## src/rtl/watchdog_pkg.sv

```systemverilog
// Shared types and constants for the system watchdog: FSM states, register map,
// CTRL bit positions and default kick keys.
package watchdog_pkg;

  typedef enum logic [1:0] {
    WDT_IDLE = 2'd0,
    WDT_RUN  = 2'd1,
    WDT_FIRE = 2'd2
  } wdt_state_t;

  localparam logic [1:0] ADDR_CTRL   = 2'd0;
  localparam logic [1:0] ADDR_RELOAD = 2'd1;
  localparam logic [1:0] ADDR_KEY    = 2'd2;
  localparam logic [1:0] ADDR_PRESC  = 2'd3;

  localparam int unsigned CTRL_EN   = 0;
  localparam int unsigned CTRL_LOCK = 1;

  localparam logic [7:0]  DEF_KEY_ARM    = 8'h55;
  localparam logic [7:0]  DEF_KEY_FIRE   = 8'hAA;
  localparam int unsigned DEF_PULSE_LEN  = 16;
  localparam int unsigned DEF_WARN_TICKS = 4;

endpackage

```

## src/rtl/wdt_prescaler.sv

```systemverilog
// Cycle divider for the watchdog countdown: counts 0..div and emits tick on wrap,
// giving one tick every div+1 cycles. clr holds the counter at zero.
module wdt_prescaler (
  input  logic       CLK,
  input  logic       RST,
  input  logic       clr,
  input  logic [7:0] div,
  output logic       tick
);

  logic [7:0] r_cnt;

  // >= rather than == so a divisor lowered below the current count still wraps
  assign tick = (r_cnt >= div);

  always_ff @(posedge CLK) begin
    if (!RST || clr) begin
      r_cnt <= '0;
    end else if (tick) begin
      r_cnt <= '0;
    end else begin
      r_cnt <= r_cnt + 8'd1;
    end
  end

endmodule

```

## src/rtl/watchdog_ctrl.sv

```systemverilog
// Bus-programmable watchdog sequencer: register file, kick-key unlock, countdown FSM
// and RSTOUT pulse. Define WDT_WARN_EN to add the registered early-warning output.
module watchdog_ctrl
  import watchdog_pkg::*;
#(
  parameter int unsigned PULSE_LEN  = DEF_PULSE_LEN,
  parameter logic [7:0]  KEY_ARM    = DEF_KEY_ARM,
  parameter logic [7:0]  KEY_FIRE   = DEF_KEY_FIRE
`ifdef WDT_WARN_EN
  ,
  parameter int unsigned WARN_TICKS = DEF_WARN_TICKS
`endif
) (
  input  logic       CLK,
  input  logic       RST,
  input  logic [1:0] ABUS,
  input  logic [7:0] DBUS,
  input  logic       WR,
  output logic       RSTOUT,
  output logic       RUNNING,
  output logic [7:0] COUNT,
  output logic       WARN
);

  localparam int unsigned PCW = (PULSE_LEN > 1) ? $clog2(PULSE_LEN) : 1;

  wdt_state_t     r_state, w_state_nxt;
  logic           r_en, r_lock, r_armed, w_armed_nxt;
  logic [7:0]     r_reload, r_presc, r_count, w_count_nxt;
  logic [PCW-1:0] r_pcnt;
  logic           w_wr_ctrl, w_wr_reload, w_wr_presc, w_wr_key;
  logic           w_en, w_en_drop, w_kick, w_tick, w_clr, w_pulse_done;

  assign w_wr_ctrl    = WR && (ABUS == ADDR_CTRL)   && !r_lock;
  assign w_wr_reload  = WR && (ABUS == ADDR_RELOAD) && !r_lock;
  assign w_wr_presc   = WR && (ABUS == ADDR_PRESC)  && !r_lock;
  assign w_wr_key     = WR && (ABUS == ADDR_KEY)    && (r_state == WDT_RUN);
  // EN acts in the cycle it is written so an EN=0 write wins over a same-cycle expiring tick
  assign w_en         = w_wr_ctrl ? DBUS[CTRL_EN] : r_en;
  assign w_pulse_done = (r_pcnt == PCW'(PULSE_LEN - 1));
  assign w_clr        = (r_state != WDT_RUN) || w_kick;

  wdt_prescaler u_presc (
    .CLK  (CLK),
    .RST  (RST),
    .clr  (w_clr),
    .div  (r_presc),
    .tick (w_tick)
  );

  always_comb begin
    w_state_nxt = r_state;
    w_count_nxt = r_count;
    w_armed_nxt = r_armed;
    w_kick      = 1'b0;
    w_en_drop   = 1'b0;
    case (r_state)
      WDT_IDLE: begin
        w_armed_nxt = 1'b0;
        if (w_en) begin
          w_state_nxt = WDT_RUN;
          w_count_nxt = r_reload;
        end
      end
      WDT_RUN: begin
        if (!w_en) begin
          w_state_nxt = WDT_IDLE;
          w_count_nxt = '0;
          w_armed_nxt = 1'b0;
        end else if (w_wr_key && (DBUS == KEY_FIRE) && r_armed) begin
          w_count_nxt = r_reload;
          w_armed_nxt = 1'b0;
          w_kick      = 1'b1;
        end else if (w_wr_key && (DBUS != KEY_ARM)) begin
          w_state_nxt = WDT_FIRE;
          w_armed_nxt = 1'b0;
        end else begin
          if (w_wr_key) w_armed_nxt = 1'b1;
          if (w_tick) begin
            if (r_count == '0) begin
              w_state_nxt = WDT_FIRE;
              w_armed_nxt = 1'b0;
            end else begin
              w_count_nxt = r_count - 8'd1;
            end
          end
        end
      end
      WDT_FIRE: begin
        w_armed_nxt = 1'b0;
        if (w_pulse_done) begin
          if (r_lock) begin
            w_state_nxt = WDT_RUN;
            w_count_nxt = r_reload;
          end else begin
            w_state_nxt = WDT_IDLE;
            w_count_nxt = '0;
            w_en_drop   = 1'b1;
          end
        end
      end
      default: w_state_nxt = WDT_IDLE;
    endcase
  end

  always_ff @(posedge CLK) begin
    if (!RST) begin
      r_state  <= WDT_IDLE;
      r_en     <= 1'b0;
      r_lock   <= 1'b0;
      r_reload <= 8'hFF;
      r_presc  <= 8'hFF;
      r_count  <= '0;
      r_armed  <= 1'b0;
      r_pcnt   <= '0;
    end else begin
      r_state <= w_state_nxt;
      r_count <= w_count_nxt;
      r_armed <= w_armed_nxt;
      r_en    <= w_en_drop ? 1'b0 : w_en;
      r_lock  <= r_lock | (w_wr_ctrl & DBUS[CTRL_LOCK]);
      if (w_wr_reload) r_reload <= DBUS;
      if (w_wr_presc)  r_presc  <= DBUS;
      r_pcnt  <= ((r_state == WDT_FIRE) && !w_pulse_done) ? r_pcnt + PCW'(1) : '0;
    end
  end

  assign RSTOUT  = (r_state == WDT_FIRE);
  assign RUNNING = (r_state == WDT_RUN);
  assign COUNT   = r_count;

`ifdef WDT_WARN_EN
  logic r_warn;
  always_ff @(posedge CLK) begin
    if (!RST) begin
      r_warn <= 1'b0;
    end else begin
      r_warn <= (w_state_nxt == WDT_RUN) && !w_kick && (w_count_nxt <= 8'(WARN_TICKS));
    end
  end
  assign WARN = r_warn;
`else
  assign WARN = 1'b0;
`endif

endmodule

```

## config.mk

```make
export PLATFORM = sky130hd
export DESIGN_NAME = watchdog_ctrl
export DESIGN_NICKNAME = d
export VERILOG_FILES = /design/src/rtl/watchdog_pkg.sv /design/src/rtl/wdt_prescaler.sv /design/src/rtl/watchdog_ctrl.sv
export SDC_FILE = /design/constraint.sdc
export NUM_CORES = 1
export LEC_CHECK = 0
export ABC_CLOCK_PERIOD_IN_PS = 3430
export BUFFER_PORTS_ARGS = -buffer_cell sky130_fd_sc_hd__buf_2
export CAP_MARGIN = 10
export CORE_MARGIN = 1
export CORE_UTILIZATION = 60
export CTS_BUF_LIST = sky130_fd_sc_hd__clkbuf_8
export DETAILED_ROUTE_END_ITERATION = 10
export PLACE_DENSITY = 0.81
export SYNTH_ARGS = -nofsm -noshare
export SYNTH_HDL_FRONTEND = slang
export SYNTH_SLANG_ARGS = --single-unit
```

## constraint.sdc

```tcl
create_clock -name CLK -period 3.43 [get_ports CLK]
set_clock_uncertainty 0.15 [all_clocks]
set_input_delay 0.686 -clock CLK [delete_from_list [all_inputs] [get_ports CLK]]
set_output_delay 0.686 -clock CLK [all_outputs]
set_load 0.1 [all_outputs]
```

=== After elaboration in Yosys (flattened, before gate mapping) ===
Cells that the tools add are included.

* Flip-flop bits (word level): 41
* Bits in latches: 0
* RAM bits: 0
* ROM bits: 0
* Bits of input ports: 13
* Output and inout port bits: 11
* Word-level logic and storage cells: 93
* Memories kept: 0

* $add $sub $neg: 3
* Multipliers: 0
* Div/mod/pow operators: 0
* Order comparisons: 1
* Equality and inequality tests: 17
* Shift-type cells: 0
* Muxes and demuxes: 32
* Bitwise operators: 3
* Reductions and logical operators: 28

{| class="wikitable"
|+ Operators by type and width
! cell !! number
|-
| $mux W8 || 8
|-
| $pmux W8 S3 || 1
|-
| $mux W1 || 14
|-
| $mux W2 || 7
|-
| $logic_and A1 B1 Y1 || 12
|-
| $ne A4 B2 Y1 const B || 3
|-
| $add A8 B1 Y8 const B || 1
|-
| $eq A8 B8 Y1 const B || 1
|-
| $ge A8 B8 Y1 || 1
|-
| $logic_not A8 Y1 || 1
|-
| $ne A4 B4 Y1 const B || 2
|-
| $ne A8 B7 Y1 const B || 1
|-
| $sub A8 B1 Y8 const B || 1
|-
| $eq A2 B2 Y1 const B || 3
|-
| $pmux W2 S3 || 1
|-
| $reduce_and A6 Y1 || 1
|-
| $reduce_or A2 Y1 || 3
|-
| $reduce_and A5 Y1 || 1
|-
| $add A4 B1 Y4 const B || 1
|-
| $eq A2 B1 Y1 const B || 2
|-
| $eq A4 B4 Y1 const B || 1
|-
| $logic_not A2 Y1 || 2
|-
| $ne A2 B1 Y1 const B || 2
|-
| $logic_not A1 Y1 || 3
|-
| 10 further kinds || 11
|}

=== Longest topological paths before layout ===
Gate-level depths: netlist (run 1).

* Depth after elaboration: 11
* Gate-level depth with buffers: 9
* Mapped depth without buffers: 8

=== Modules after synthesis ===
From an unflattened synthesis (run 1), not the netlist that was laid out.

* Cell total of the unflattened synthesis: 270
* Area total of the unflattened synthesis: 2288.4 um2

{| class="wikitable"
|+ Modules (own cells, without submodules)
! module !! times used !! cells an instance !! area an instance (um2) !! seq. area each (um2)
|-
| watchdog_ctrl || 1 || 210 || 1739.2 || 660.6
|-
| wdt_prescaler || 1 || 60 || 549.3 || 160.2
|}

=== Worst setup path after synthesis (run 1) ===
OpenSTA, ideal clock, no wires.

* Path type: flip-flop to flip-flop
* Start: register r_state[1]
* End: register r_count[0], in the netlist COUNT[0]
* Setup time: 0.117 ns
* Arrival time: 3.083 ns
* Data required time: 3.163 ns
* Path slack: 0.080 ns
* Cell stages (with the launch flop): 10
* Buffers on the path: 1
* Period minus slack after synthesis: 3.350 ns
* Cells stage by stage: dfxtp_1 inv_1 ha_1 nand4b_1 or4_4 a2111o_1 o31ai_4 buf_8 o211ai_1 o211a_1

* Word-level cells in the longest chain between the ends: 7
* Elaborated cells between the ends (all ways): 17
* Classes of those cells: eq/ne (7); mux (3); reduce/logical (7)

{| class="wikitable"
|+ Ends and longest elaborated chain
! what !! RTL line !! source
|-
| from (decl) || watchdog_ctrl.sv:27 || <nowiki>wdt_state_t r_state, w_state_nxt;</nowiki>
|-
| from (signal assigned) || watchdog_ctrl.sv:117 || <nowiki>r_state <= w_state_nxt;</nowiki>
|-
| $eq A2 B1 Y1 * || -- ||
|-
| named net RUNNING || watchdog_ctrl.sv:20 || <nowiki>output logic RUNNING,</nowiki>
|-
| $logic_and A1 B1 Y1 || watchdog_ctrl.sv:37 || <nowiki>assign w_wr_key = WR && (ABUS == ADDR_KEY) && (r_state == WDT_RUN);</nowiki>
|-
| $logic_and A1 B1 Y1 (2 in a row) || watchdog_ctrl.sv:70 || <nowiki>end else if (w_wr_key && (DBUS == KEY_FIRE) && r_armed) begin</nowiki>
|-
| $mux W8 || watchdog_ctrl.sv:70 ||
|-
| $mux W8 || watchdog_ctrl.sv:66 || <nowiki>if (!w_en) begin</nowiki>
|-
| $pmux W8 S3 || watchdog_ctrl.sv:57 || <nowiki>case (r_state)</nowiki>
|-
| to (signal assigned) || watchdog_ctrl.sv:118 || <nowiki>r_count <= w_count_nxt;</nowiki>
|-
| to (decl) || watchdog_ctrl.sv:29 || <nowiki>logic [7:0] r_reload, r_presc, r_count, w_count_nxt;</nowiki>
|}

The timed path passes the listed nets; every way through them passes the cells marked *.
A chain may end at the register's enable or synchronous reset.

=== Worst setup path in the final report (run 1) ===
* Start: input port DBUS[4]
* End: register r_count[0], in the netlist COUNT[0]

* Word-level cells in the longest chain between the ends: 6
* Elaborated cells between the ends (all ways): 12
* Classes of those cells: eq/ne (5); mux (3); reduce/logical (4)

{| class="wikitable"
|+ Ends and longest elaborated chain
! what !! RTL line !! source
|-
| from (decl) || watchdog_ctrl.sv:17 || <nowiki>input logic [7:0] DBUS,</nowiki>
|-
| $eq A8 B8 Y1 || watchdog_ctrl.sv:70 ||
|-
| $logic_and A1 B1 Y1 (2 in a row) || watchdog_ctrl.sv:70 ||
|-
| $mux W8 || watchdog_ctrl.sv:70 ||
|-
| $mux W8 || watchdog_ctrl.sv:66 ||
|-
| $pmux W8 S3 || watchdog_ctrl.sv:57 ||
|}

Several ways; a longest one is shown, not always the timed one.

==> results of run 1 <==
==> placed cells by master (no fill, tap or decap), drive strengths merged, types with 3 or more instances in the layout <==
cell,instances
nand2,43
dfxtp,41
buf,23
nand3,18
inv,17
nor2,17
ha,17
o211ai,15
xor2,9
nand2b,7
o21ai,6
and3,5
or3,5
o211a,5
clkbuf,5
a21oi,4
o21a,4
mux2i,3
nor4bb,3
nor3,3
a21boi,3
==> power by group through the flow <==
stage / sequential [mW] / clock, mW / combinational (mW)
final: 0.518 / 0.287 / 0.255
after global routing: 0.521 / 0.311 / 0.282
after CTS: 0.517 / 0.298 / 0.256
after detailed placement: 0.528 / 0 / 0.255
after global placement: 0.527 / 0 / 0.252
after floorplan: 0.600 / 0 / 0.137
==> registers in the layout, summed over array words and instances, names as in the netlist <==
| register | count |
|---|---|
| r_reload | 8 |
| r_pcnt | 4 |
| r_state | 2 |
| r_armed | 1 |
| r_en | 1 |
| COUNT | 8 |
| r_lock | 1 |
| u_presc.r_cnt | 8 |
| r_presc | 8 |
==> final cells by class <==
cell class	count	area, µm²	share of cell area (%)
Timing Repair Buffer	23	117.6	4.731
Tap cell	48	60.06	2.416
Sequential cell	41	820.8	33.01
Clock inverter	1	5.005	0.2013
Inverter	17	63.81	2.567
Clock buffer	5	68.82	2.768
Multi-Input combinational cell	200	1350	54.30
==> metal layers <==
layer	vias up	GRT usage [%]
li1	990	-
met1	898	30.97
met2	32	45.21
met3	4	5.797
met4	0	10.23
met5	-	0
==> worst reg2reg max path: stages, from the launching register on <==
cell and delay (ns):
dfxtp_1 0.41, ha_1 0.29, nand4b_1 0.22, or4_4 0.60
a2111o_1 0.49, o31ai_4 0.17, o211ai_1 0.17, o211a_1 0.16
==> worst max-delay path by stage <==
| stage | from | end | cells past startpoint |
|---|---|---|---|
| finish | DBUS[4] | COUNT[0] | 7 |
| global route | r_state[0] | COUNT[3] | 7 |
| CTS | DBUS[4] | COUNT[7] | 7 |
| detailed placement | DBUS[4] | COUNT[1] | 7 |
| global placement | DBUS[4] | COUNT[6] | 7 |
| floorplan | r_state[1] | COUNT[0] | 9 |
==> cells by family (layout without fill, tap and decap cells) <==
kind of cell | after synthesis | after routing | synth area share, %
mux | 4 | 4 | 1.808
flops | 41 | 41 | 35.95
xor+xnor | 11 | 11 | 4.220
fa+ha+maj | 17 | 17 | 9.315
compound gates | 51 | 51 | 17.53
other cells | 1 | 1 | 0.1642
buf+inv | 26 | 46 | 4.932
simple gates | 116 | 116 | 26.08
==> flow_summary.ini, run 1 <==
[outcome]
status = finished clean

[yosys]
ys.warnings.count = 0
ys_top_cells_by_count = nand2_1 (43), dfxtp_1 (41), nand3_1 (18)
syn_area_per_cell_um2 = 8.552
ys_types = 47
yosysMostFrequentCell = nand2_1
async_flop_share_pct = 0
ys.flop_type = dfxtp_1
syn_inst = 267
ys_ff_latch = 41
yosys-top-cells-area = dfxtp_1 (36%), ha_1 (9.3%), nand2_1 (7.1%), o211ai_1 (4.9%), nand3_1 (3.9%)
yosys.area.top_type = dfxtp_1
yosysSeqAreaShare_pct = 35.95
yosys.area.top_type_share_pct = 35.95
syn_area_um2 = 2283
synth_fp_nets = 297
synth_edf_count = 0

[drt]
highest-signal-layer = met4
vias_per_cell = 5.743
drt_first_pass_iters = 4
drtIter0Drc = 129
m1WireLength_mm = 2.187
avgRoutedWirePerCell_um = 13.84
totalWireLength_mm = 4.638
drc = 0
num_vias = 1924
wl_met2_mm = 2.216
antenna_left = 0
dr_wl_met3_um = 168

[floorplan]
fp.dieH_um = 63.69
ios = 24
die_w_um = 63.69
start_util_pct = 62.37
rows = 22
dieArea_um2 = 4056
core_um2 = 3661

[worst_setup_path]
cp_data_required_time_ns = 3.47
r2r-end = COUNT[0]
slowest_stage = or4b_1
critPathBufInv = 1
r2r_start = r_state[0]
reg2reg_slack_ns = 0.66
worstPathMaxFanout = 13
critPathCaptureType = register
cpPeakStageDelay_ns = 0.55
path_delay_family = simple AND/OR/NAND/NOR gates
crit_path_start_kind = primary input
worstSetupPathType = primary input to register
crit_chain = buf_2 > or4b_1 > or4_4 > a2111o_1 > o31ai_4 > o211ai_1 > o211a_1
reg2regPathDepth = 7
crit_arrival_ns = 2.88

[sta]
fin_crit_sh_pct = 82.65
setup_viol = 0
slew_headroom_pct = 59.25
setup_ws_ns = 0.5953
setup_tns_ns = 0
worst_hold_slack_ns = 0.3035
layout_min_cycle_time_ns = 2.835
fmax_ghz = 0.3528
worst_pin_slew_ns = 0.6113
finalMaxSlewViolations = 0
hold_viol_final = 0
rsz0062_at_grt = false

[clocking]
cts_tree = built
cts_resized = 0
clock_latency_ns = 0.29
cts_num_sinks = 41
path_clk_slew_ns = 0.07
numCtsBuffers = 5
postCtsSetupBuffers = 0
hold_buffers = 0
cts_max_level = 2
cts_root_buffer = clkbuf_8
cts_max_path_buffers = 2

[placed_design]
dp.cells = 329
port_buffers = 22
gp_congestion = 0.8739
placed_cell_area_um2 = 2412
dp_slack_ns = 0.2949
dp_hpwl_mm = 3.461

[hold_path]
holdPathEnd = r_pcnt[0]
hold_depth = 1
hold_class = register to register
hold_start = r_pcnt[0]

[pwr]
leakagePower_nw = 1.199
irDropWorstVdd_v = 0.0003668
internal_power_mw = 0.7050
seqPwrFrac_pct = 48.9
clkPwrFrac_pct = 27.1
power_mw = 1.060
power_density_nw_per_um2 = 426.3
swShare_pct = 33.49
p_switching_mw = 0.3549
combPwrFrac_pct = 24.1

[layout]
nets = 318
antenna_cells = 0
stdcell_count = 335
drive_above_1_share_pct = 12.20
fin_util_pct = 67.91
final_area_um2 = 2486
area_growth_pct = 8.877
fillers = 317

[global_route]
globalRoute.totalOverflow = 0
antenna_found_initial = 0
grt_pass1_wl_mm = 8.252
grt_max_degree = 36
grt_pass1_vias = 1892
grt_use_total_pct = 26.13

[run]
maxCapViolCount = 0
Power figures use the tool's default switching activity.
==> run 2, diff against run 1 <==
--- a/config.mk
+++ b/config.mk
@@ -5,14 +5,15 @@
 export SDC_FILE = /design/constraint.sdc
 export NUM_CORES = 1
 export LEC_CHECK = 0
-export ABC_CLOCK_PERIOD_IN_PS = 3430
+export ABC_AREA = 1
+export ABC_CLOCK_PERIOD_IN_PS = 2600
 export BUFFER_PORTS_ARGS = -buffer_cell sky130_fd_sc_hd__buf_2
 export CAP_MARGIN = 10
 export CORE_MARGIN = 1
-export CORE_UTILIZATION = 60
+export CORE_UTILIZATION = 55
 export CTS_BUF_LIST = sky130_fd_sc_hd__clkbuf_8
 export DETAILED_ROUTE_END_ITERATION = 10
-export PLACE_DENSITY = 0.81
+export PLACE_DENSITY = 0.78
 export SYNTH_ARGS = -nofsm -noshare
 export SYNTH_HDL_FRONTEND = slang
 export SYNTH_SLANG_ARGS = --single-unit
==> constraint.sdc (replaced) <==
create_clock -name CLK -period 2.6 [get_ports CLK]
set_clock_uncertainty 0.15 [all_clocks]
set_input_delay 0.52 -clock CLK [delete_from_list [all_inputs] [get_ports CLK]]
set_output_delay 0.52 -clock CLK [all_outputs]
set_load 0.1 [all_outputs]
==> flow_summary.ini, run 2 <==
[worst_setup_path]
r2r_start = u_presc.r_cnt[0]
cp_data_required_time_ns = 1.93
cpPeakStageDelay_ns = 0.47
reg2regPathDepth = 14
critPathBufInv = 2
crit_path_start_kind = register
path_delay_family = buffers and inverters
worstPathMaxFanout = 6
critPathCaptureType = output pin
crit_arrival_ns = 1.49
cp.depth = 3
worstSetupPathType = register to output pin
reg2reg_slack_ns = 0.56
slowest_stage = buf_2
crit_chain = inv_1 > ha_1 > buf_2
r2r-end = COUNT[6]

[yosys]
yosys-top-cells-area = dfxtp_1 (35%), nand2_1 (14%), ha_1 (9.0%), inv_1 (6.8%), nand3_1 (5.1%)
yosys.area.top_type_share_pct = 34.54
ys_top_cells_by_count = nand2_1 (89), inv_1 (43), dfxtp_1 (41)
syn_inst = 336
async_flop_share_pct = 0
synth-simple-area-share_pct = 33.86
synth_mux_area_share_pct = 0
ys.flop_type = dfxtp_1
synth_edf_count = 0
yosysMostFrequentCell = nand2_1
syn_area_per_cell_um2 = 7.072
synth_fp_nets = 366
synth_adder_area_share_pct = 8.952
ys.warnings.count = 0
synth_xor_area_share_pct = 2.949
ys_types = 31
yosysSeqAreaShare_pct = 34.54
synth_top_family_by_area = simple AND/OR/NAND/NOR gates
yosys.area.top_type = dfxtp_1
ys_ff_latch = 41
syn_area_um2 = 2376
synth-compound-area-share_pct = 10.85

[sta]
setup_viol = 0
slew_headroom_pct = 60.67
hold_viol_final = 0
layout_min_cycle_time_ns = 2.157
rsz0062_at_grt = false
setup_tns_ns = 0
fin_crit_sh_pct = 82.96
fmax_ghz = 0.4636
finalMaxSlewViolations = 0
worst_pin_slew_ns = 0.5882

[layout]
final_common_cell = nand2_1
drive_above_1_share_pct = 14.76
final_cell_mix = nand2_1 (89), inv_1 (43), dfxtp_1 (41), nor2_1 (32), nand3_1 (24)
stdcell_count = 409
antenna_cells = 0
area_growth_pct = 9.689
final_area_um2 = 2606
nets = 390

[placed_design]
gp_congestion = 0.8895
port_buffers = 22
dp_hpwl_mm = 3.898
dp.cells = 403
placed_cell_area_um2 = 2532

[drt]
totalWireLength_mm = 5.040
avgRoutedWirePerCell_um = 12.32
drc = 0
vias_per_cell = 5.342
drt_first_pass_iters = 4
antenna_left = 0
drtIter0Drc = 167
num_vias = 2185

[global_route]
grt_max_degree = 17
grt_pass1_vias = 1976
antenna_found_initial = 0
grt_use_total_pct = 24.51
grt_pass1_wl_mm = 8.487
globalRoute.totalOverflow = 0

[hold_path]
holdPathEnd = r_pcnt[0]
hold_start = r_pcnt[0]
hold_depth = 1
hold_class = register to register

[clocking]
hold_buffers = 0
numCtsBuffers = 5
cts_max_path_buffers = 2
cts_root_buffer = clkbuf_8
cts_resized = 0
path_clk_slew_ns = 0.07
postCtsSetupBuffers = 0
cts_tree = built
clock_latency_ns = 0.29
cts_num_sinks = 41
cts_max_level = 2

[pwr]
clkPwrFrac_pct = 21.7
leakagePower_nw = 1.356
swShare_pct = 41.15
internal_power_mw = 1.020
irDropWorstVdd_v = 0.0004360
seqPwrFrac_pct = 41.1
combPwrFrac_pct = 37.2
power_density_nw_per_um2 = 664.7
p_switching_mw = 0.7129

[floorplan]
start_util_pct = 58.14
rows = 23
fp.dieH_um = 67.73
dieArea_um2 = 4587
core_um2 = 4086
ios = 24
die_w_um = 67.73

[run]
maxCapViolCount = 0

[outcome]
status = finished clean
-- run 2: cell type report --
type / instances / area (µm²)
timing repair buffer: 23 / 117.6
clock inverter: 1 / 5.005
inverter: 48 / 180.2
multi-input combinational: 241 / 1351
fill: 362 / 1480
clock buffer: 5 / 68.82
sequential: 41 / 820.8
tap: 50 / 62.56
-- run 2: per-layer routing --
layer | vias to the layer above | GRT usage, % | part of all wire [%]
met2 | 48 | 41.34 | 46
met1 | 1007 | 31.94 | 49
met5 | - | 0 | 0
met4 | 0 | 6.383 | 1.1
met3 | 7 | 4.054 | 3.9
li1 | 1123 | - | -
-- run 2: worst max-delay path by stage --
stage / from / to / slack, ns
6_report: r_state[0] / RSTOUT / 0.44
5_1_grt: r_state[0] / RSTOUT / 0.36
4_1_cts: r_state[0] / RSTOUT / 0.43
3_5_place_dp: ABUS[1] / COUNT[6] / 0.56
3_3_place_gp: ABUS[1] / COUNT[6] / 0.55
2_1_floorplan: r_state[0] / COUNT[0] / 0.26
-- run 2: metrics by stage --
step / setup WS [ns] / total power [mW] / hold slack, ns / util [%]
after floorplan: 0.2553 / 1.249 / 0.2676 / -
after global placement: 0.5514 / 1.358 / 0.2867 / 61.97
after detailed placement: 0.5559 / 1.364 / 0.2901 / 61.97
after CTS: 0.4311 / 1.742 / 0.3057 / 63.78
after global routing: 0.3648 / 1.836 / 0.3122 / 63.78
final: 0.4431 / 1.733 / 0.3096 / 63.78
-- run 2: power groups by stage --
stage / clock network (mW) / registers (mW) / logic [mW]
6_report: 0.376 / 0.711 / 0.645
5_1_grt: 0.410 / 0.718 / 0.708
4_1_cts: 0.387 / 0.712 / 0.643
3_5_place_dp: 0 / 0.726 / 0.638
3_3_place_gp: 0 / 0.725 / 0.633
2_1_floorplan: 0 / 0.898 / 0.351
-- run 2: cells by family after synthesis --
family,after synthesis
adders and majority gates,17
AOI/OAI and AO/OA,39
other,1
xor gates and xnor gates,8
and+or+nand+nor,176
DFF,41
buffers and inverters,54
-- run 2: worst reg2reg max path, delay by kind of cell (launching register included) --
family                   cells  cell delay (ns)
AND/OR/NAND/NOR             10             0.79
buffers and inverters        2             0.14
flip-flops                   1             0.37
AO/OA/AOI/OAI                1             0.27
adder cells (fa/ha/maj)      1             0.27
